### src/rtl/uart_rx_byte_if.sv
// uart_rx_byte_if: bundle between a serial line driver and the byte receiver.
// Signals:
//   rx_i        - serial line, idle high (driven by master)
//   data_o      - last good byte (driven by slave)
//   valid_o     - one-cycle strobe, good byte on data_o
//   frame_err_o - one-cycle strobe, stop bit sampled low
//   busy_o      - receiver not idle
interface uart_rx_byte_if #(
    parameter int DW = 8
);
    logic          rx_i;
    logic [DW-1:0] data_o;
    logic          valid_o;
    logic          frame_err_o;
    logic          busy_o;
    modport master (output rx_i, input data_o, valid_o, frame_err_o, busy_o);
    modport slave  (input rx_i, output data_o, valid_o, frame_err_o, busy_o);
endinterface

### src/rtl/uart_rx_byte.sv
// uart_rx_byte: 8N1 UART receiver sampling mid-bit, LSB first, one byte per valid strobe.
// Ports:
//   clk - rising-edge clock
//   rst - synchronous active-high reset
//   bus - uart_rx_byte_if.slave: rx_i in; data_o, valid_o, frame_err_o, busy_o out
module uart_rx_byte #(
    parameter int BIT_TIMING   = 50000,
    parameter int UART_COUNTER = 32,
    parameter int DW           = 8
) (
    input logic           clk,
    input logic           rst,
    uart_rx_byte_if.slave bus
);
    localparam int IW = (DW > 1) ? $clog2(DW) : 1;
    localparam logic [UART_COUNTER-1:0] H_LAST = UART_COUNTER'(BIT_TIMING / 2 - 1);
    localparam logic [UART_COUNTER-1:0] N_LAST = UART_COUNTER'(BIT_TIMING - 1);
    localparam logic [IW-1:0] IDX_LAST = IW'(DW - 1);

    typedef enum logic [2:0] {IDLE, START, DATA, STOP, WAIT_HIGH} state_t;

    state_t                  state_q, state_d;
    logic [UART_COUNTER-1:0] cnt_q, cnt_d;
    logic [IW-1:0]           idx_q, idx_d;
    logic [DW-1:0]           shift_q, shift_d;
    logic [DW-1:0]           data_q, data_d;
    logic                    sync1_q, rx_s_q;
    logic                    valid_q, valid_d;
    logic                    ferr_q, ferr_d;
    logic                    sample;

    // Half a bit into START lands mid start bit; a full bit thereafter lands mid each later bit.
    assign sample = (state_q == START) ? (cnt_q == H_LAST) :
                    (state_q == DATA || state_q == STOP) ? (cnt_q == N_LAST) : 1'b0;

    always_ff @(posedge clk) begin
        if (rst) begin
            sync1_q <= 1'b1;
            rx_s_q  <= 1'b1;
            state_q <= IDLE;
            cnt_q   <= '0;
            idx_q   <= '0;
            shift_q <= '0;
            data_q  <= '0;
            valid_q <= 1'b0;
            ferr_q  <= 1'b0;
        end else begin
            sync1_q <= bus.rx_i;
            rx_s_q  <= sync1_q;
            state_q <= state_d;
            cnt_q   <= cnt_d;
            idx_q   <= idx_d;
            shift_q <= shift_d;
            data_q  <= data_d;
            valid_q <= valid_d;
            ferr_q  <= ferr_d;
        end
    end

    // Counter clears on every sample so it never wraps; IDLE/WAIT_HIGH hold it at zero
    // so each state entry starts counting from zero.
    always_comb begin
        state_d = state_q;
        cnt_d   = sample ? '0 : cnt_q + UART_COUNTER'(1);
        idx_d   = idx_q;
        shift_d = shift_q;
        case (state_q)
            IDLE: begin
                cnt_d = '0;
                if (!rx_s_q) state_d = START;
            end
            START: if (sample) begin
                state_d = rx_s_q ? IDLE : DATA;
                idx_d   = '0;
            end
            DATA: if (sample) begin
                shift_d = {rx_s_q, shift_q[DW-1:1]};
                idx_d   = idx_q + IW'(1);
                if (idx_q == IDX_LAST) state_d = STOP;
            end
            STOP: if (sample) state_d = rx_s_q ? IDLE : WAIT_HIGH;
            WAIT_HIGH: begin
                cnt_d = '0;
                if (rx_s_q) state_d = IDLE;
            end
            default: state_d = IDLE;
        endcase
    end

    always_comb begin
        valid_d = (state_q == STOP) && sample && rx_s_q;
        ferr_d  = (state_q == STOP) && sample && !rx_s_q;
        data_d  = valid_d ? shift_q : data_q;
    end

    assign bus.data_o      = data_q;
    assign bus.valid_o     = valid_q;
    assign bus.frame_err_o = ferr_q;
    assign bus.busy_o      = state_q != IDLE;
endmodule

### src/flat_wrapper.sv
// flat-port wrapper written by rule: the top's interface ports become plain ports
module uart_rx_byte_flat 
#(
    parameter int BIT_TIMING   = 50000,
    parameter int UART_COUNTER = 32,
    parameter int DW           = 8
)
  (clk, rst, bus_rx_i, bus_data_o, bus_valid_o, bus_frame_err_o, bus_busy_o);
  uart_rx_byte_if #(.DW(DW)) bus_i ();
  input logic clk;
  input logic rst;
  input wire logic [$bits(bus_i.rx_i)-1:0] bus_rx_i;
  output wire logic [$bits(bus_i.data_o)-1:0] bus_data_o;
  output wire logic [$bits(bus_i.valid_o)-1:0] bus_valid_o;
  output wire logic [$bits(bus_i.frame_err_o)-1:0] bus_frame_err_o;
  output wire logic [$bits(bus_i.busy_o)-1:0] bus_busy_o;
  assign bus_i.rx_i = bus_rx_i;
  assign bus_data_o = bus_i.data_o;
  assign bus_valid_o = bus_i.valid_o;
  assign bus_frame_err_o = bus_i.frame_err_o;
  assign bus_busy_o = bus_i.busy_o;
  uart_rx_byte #(.BIT_TIMING(BIT_TIMING), .UART_COUNTER(UART_COUNTER), .DW(DW)) u_core (.clk(clk), .rst(rst), .bus(bus_i));
endmodule
### config.mk
export PLATFORM = sky130hd
export DESIGN_NAME = uart_rx_byte_flat
export DESIGN_NICKNAME = d
export VERILOG_FILES = /design/src/rtl/uart_rx_byte_if.sv /design/src/rtl/uart_rx_byte.sv /design/src/flat_wrapper.sv
export SDC_FILE = /design/constraint.sdc
export NUM_CORES = 1
export LEC_CHECK = 0
export BUFFER_PORTS_ARGS = -buffer_cell sky130_fd_sc_hd__buf_2
export CORE_ASPECT_RATIO = 1.2
export CORE_MARGIN = 5
export CORE_UTILIZATION = 40
export CTS_CLUSTER_DIAMETER = 50
export DETAILED_ROUTE_END_ITERATION = 16
export PLACE_DENSITY = 0.57
export SYNTH_ARGS = -nofsm -noshare
export SYNTH_HDL_FRONTEND = slang
export SYNTH_SLANG_ARGS = --single-unit
### constraint.sdc
create_clock -name clk -period 2.3 [get_ports clk]
set_input_delay 0.345 -clock clk [delete_from_list [all_inputs] [get_ports clk]]
set_output_delay 0.345 -clock clk [all_outputs]
set_load 0.005 [all_outputs]
# Word level (Yosys, flattened, before mapping)
# Index checks and enable logic that the tools add are counted.
# Widths: inputs -> output; s select.
# word_totals
reg_bits	58
# op_classes
add_sub_neg	2
n_eq_ne	13
n_mux	14
n_reduce_logical	12
# op_table
op	count
$add 32x1->32 const B	1
$eq 32x15->1 const B	1
$eq 32x16->1 const B	1
$mux 3	9
$pmux 3 s5	1
$ne 2x1->1 const B	4
$eq 3x2->1 const B	2
$eq 3x3->1 const B	2
$pmux 3 s2	1
$reduce_and 6->1	1
$ne 2x2->1 const B	2
$reduce_or 4->1	1
$add 3x1->3 const B	1
$eq 3x1->1 const B	1
$logic_and 1x1->1	3
$logic_not 3->1	1
$reduce_and 3->1	1
$reduce_bool 3->1	1
$mux 1	2
$mux 2	1
$reduce_and 2->1	1
$reduce_bool 2->1	1
$logic_not 1->1	1
$logic_or 1x1->1	1

# Longest topological paths before layout
# depth
depth_word	6
ltp_mapped	7
mapped_depth_nobuf	6

# Worst setup path before layout
# No wires, ideal clock.
# synth_timing
path_kind	flip-flop to flip-flop
start	register u_core.cnt_q[26]
end	register u_core.shift_q[0]
setup_ns	0.128
arrival_time_ns	1.966
t_required_ns	2.172
path_slack_ns	0.207
stages_incl_launch_ff	7
n_path_buf	1
period_less_slack_ns	2.093
cell_sequence	dfxtp_1 > or4_4 > or4_4 > nor4_2 > buf_6 > mux2i_1 > nor2_1
# synth_via
elab_chain_len	4
elab_cells_between_ends	5
# synth_rtl
item	line_no	rtl
from (decl)	uart_rx_byte.sv:23	logic [UART_COUNTER-1:0] cnt_q, cnt_d;
from (signal assigned)	uart_rx_byte.sv:51	cnt_q <= cnt_d;
$eq 32x16->1	uart_rx_byte.sv:34	(state_q == DATA || state_q == STOP) ? (cnt_q == N_LAST) : 1'b0;
$mux 1	uart_rx_byte.sv:34	
$mux 1 *	uart_rx_byte.sv:33	assign sample = (state_q == START) ? (cnt_q == H_LAST) :
$reduce_and 2->1 (no line) *	n/a	
to (signal assigned)	uart_rx_byte.sv:53	shift_q <= shift_d;
to (decl)	uart_rx_byte.sv:25	logic [DW-1:0] shift_q, shift_d;
# Mark *: on every way between the ends. The rest lies on a longest branch, timed or not.
# A chain may end at the register's enable or synchronous reset.

# Worst setup path after layout
# Ends and elaborated chain as after synthesis.

==> results.yml <==
global_routing:
  grt_pass1_vias: 1927
  grt_max_degree: 33
  antenna_found_initial: 0
  grt.total_usage: 0.131
  grt-ovfl-total: 0
  grt_pass1_wl_um: 8770
power_and_ir_drop:
  pwr-share-comb: 0.021
  vdd_drop_max_uv: 320
  intPower_mw: 1.44
  p_clk_frac: 0.442
  power_frac_seq: 0.537
  leakagePower_nw: 1.06
  p_sw_mw: 0.439
  p_per_area_mw_per_mm2: 629
  p_sw_frac: 0.233
die:
  core_mm2: 0.00641
  dieArea_mm2: 0.00828
  initial_core_util: 0.409
  boundaryPins: 14
  rows: 32
  die_h_um: 98.7
  die_w_um: 83.9
place:
  io_buffers: 13
  dp_slack_ps: 141
  place.gp.congestion: 0.742
  dp_hpwl_um: 3540
worst_hold_path:
  hp-class: "primary input to register"
  hp-start: "bus_rx_i"
clock_tree:
  post_cts_resized: 0
  cts_tree: "built"
  htreeDepth: 3
  cts_buffer_depth: 2
  holdBufCountCts: 0
  cts-root-buf: "clkbuf_8"
  postCtsSetupRepairBufs: 0
  clock-sinks: 58
  clk_pin_slew_ps: 70
  clk_latency_ps: 330
  cts_buffers: 9
critical_path:
  cp_slowest_cell: "or4_4"
  critical_path_arrival_ps: 2370
  crit_chain: "or4_4, or4_4, nor4_2, buf_4, mux2i_1, nor2_1"
  endpoint_kind: "register"
  crit_fanout: 10
  cp.required_ps: 2510
  worst-setup-path-type: "register to register"
  crit-reg2reg-launch: "u_core.cnt_q[26]"
  cp_slowest_stage_delay_ps: 540
  crit_path_frequent_cell: "or4_4"
  crit_start: "u_core.cnt_q[26]"
  start_kind: "register"
final_layout:
  final_common_cell: "dfxtp_1"
  antenna_cells: 0
  final_cell_mix: "58 x dfxtp_1, 54 x nor2_1, 24 x xor2_1"
  syn_to_final_growth_pct: 14.0
  drive_above_1_share: 0.170
  fillCellCount: 648
  nets: 313
timing:
  layout_min_cycle_time_ps: 2160
  finalMaxSlewViolations: 0
  hold_viol_final: 0
  setup_viol: 0
  fin_ws_ps: 138
  clock_skew_ps: 5.26
  fin_crit_sh: 0.940
  slew_headroom: 0.695
  rsz0062_at_grt: "false"
  setup_tns_ps: 0
  worst_pin_slew_ps: 458
  fmax_mhz: 463
route:
  wl_per_cell_um: 12.7
  route.detailed.drc: 0
  drtPass1Iterations: 4
  drtIter0Drc: 74
  wl_um: 5040
  via_per_inst: 5.11
  final_antenna_net_count: 0
  dr_total_vias: 2029
status:
  status: "complete, no violations"
synthesis:
  syn_area_per_cell_um2: 9.23
  synth-edff-count: 0
  netlist_area_mm2: 0.00262
  ys_ff_latch: 58
  yosys_most_used_dff: "dfxtp_1"
  syn-num-nets: 290
  synth_cell_types: 47
  yosys_warnings: 0
  synth_cells: 284
  async_flop_share: 0
  yosysSeqAreaShare: 0.443
run:
  drv_cap: 0
[logic make-up (layout without fill, tap and decap cells)]
kind of cell,Yosys count,in the layout,synth area share
flip-flops,58,58,0.443
buffers and inverters,16,44,0.0367
AND/OR/NAND/NOR,146,146,0.300
XOR/XNOR,30,30,0.100
AO/OA/AOI/OAI,15,15,0.0449
multiplexers,16,16,0.0611
adder cells (fa/ha/maj),3,3,0.0143
[registers in the layout, indices dropped and copies added (netlist names)]
register / count
u_core.sync1_q: 1
u_core.idx_q: 3
u_core.state_q: 3
u_core.cnt_q: 32
u_core.bus.data_o: 8
u_core.rx_s_q: 1
u_core.bus.valid_o: 1
u_core.bus.frame_err_o: 1
u_core.shift_q: 8
[cell type report]
| cell class | count | area [um^2] | share of cell area |
|---|---|---|---|
| Inverter | 3 | 11.3 | 0.00377 |
| Tap cell | 85 | 106 | 0.0356 |
| Sequential cell | 58 | 1160 | 0.388 |
| Clock buffer | 10 | 138 | 0.0460 |
| Clock inverter | 6 | 41.3 | 0.0138 |
| Timing Repair Buffer | 25 | 168 | 0.0561 |
| Multi-Input combinational cell | 210 | 1370 | 0.456 |
[stage by stage]
stage / power, mW / cell area (um^2) / util / hold slack (ps) / std cells
floorplan: 1.06 / 2620 / - / 389 / 284
global placement: 1.07 / 2810 / 0.439 / 395 / 381
detailed placement: 1.07 / 2810 / 0.439 / 400 / 381
CTS: 1.92 / 2990 / 0.467 / 178 / 397
global route: 1.97 / 2990 / 0.467 / 185 / 397
finish: 1.88 / 2990 / 0.467 / 196 / 397
[worst max-delay path: cells and delay by family, from the launching register on]
| kind | cells | cell delay [ps] |
|---|---|---|
| DFF | 1 | 320 |
| buffers and inverters | 1 | 240 |
| and+or+nand+nor | 4 | 1280 |
| muxes | 1 | 210 |
[synthesized netlist by cell type (2+ instances only)]
master	count	area (um^2)
xnor2_1	6	52.6
a21oi_1	2	10.0
dfxtp_1	58	1160
nor4bb_1	3	30.0
mux2i_1	16	160
and3b_1	2	17.5
buf_2	4	20.0
ha_1	3	37.5
and3_1	5	31.3
nor4_2	3	37.5
xor2_1	24	210
and2_1	4	25.0
nor2_1	54	203
nand2_1	20	75.1
nand3_1	12	60.1
nand2b_1	2	12.5
nor3_1	6	30.0
and4b_1	2	20.0
or2_2	3	18.8
clkbuf_1	4	15.0
or4_4	2	22.5
nand4_1	9	56.3
and4_1	6	52.6
inv_1	3	11.3
buf_6	3	33.8
o21ai_0	3	15.0
nor4_1	4	25.0
or3_1	2	12.5
[power by group through the flow]
stage | clock, mW | combinational [mW] | sequential [mW]
floorplan | 0 | 0.0309 | 1.03
global placement | 0 | 0.0398 | 1.03
detailed placement | 0 | 0.0395 | 1.03
CTS | 0.867 | 0.0398 | 1.01
global route | 0.916 | 0.0439 | 1.01
finish | 0.830 | 0.0391 | 1.01
[path summary, 6_finish.rpt]
path | slack, ps | cells after the start | end
worst min register to register | 410 | 1 | u_core.rx_s_q
worst max-delay path | 140 | 6 | u_core.shift_q[0]
worst min-delay path | 200 | 2 | u_core.sync1_q
worst max register to register | 140 | 6 | u_core.shift_q[0]
[per-layer routing]
| metal | track usage | wire, um |
|---|---|---|
| met1 | 0.153 | 2300 |
| met2 | 0.224 | 2500 |
| met3 | 0.0360 | 168 |
| met4 | 0.0594 | 78 |
| met5 | 0 | 0 |
(Power assumes the default switching activity.)
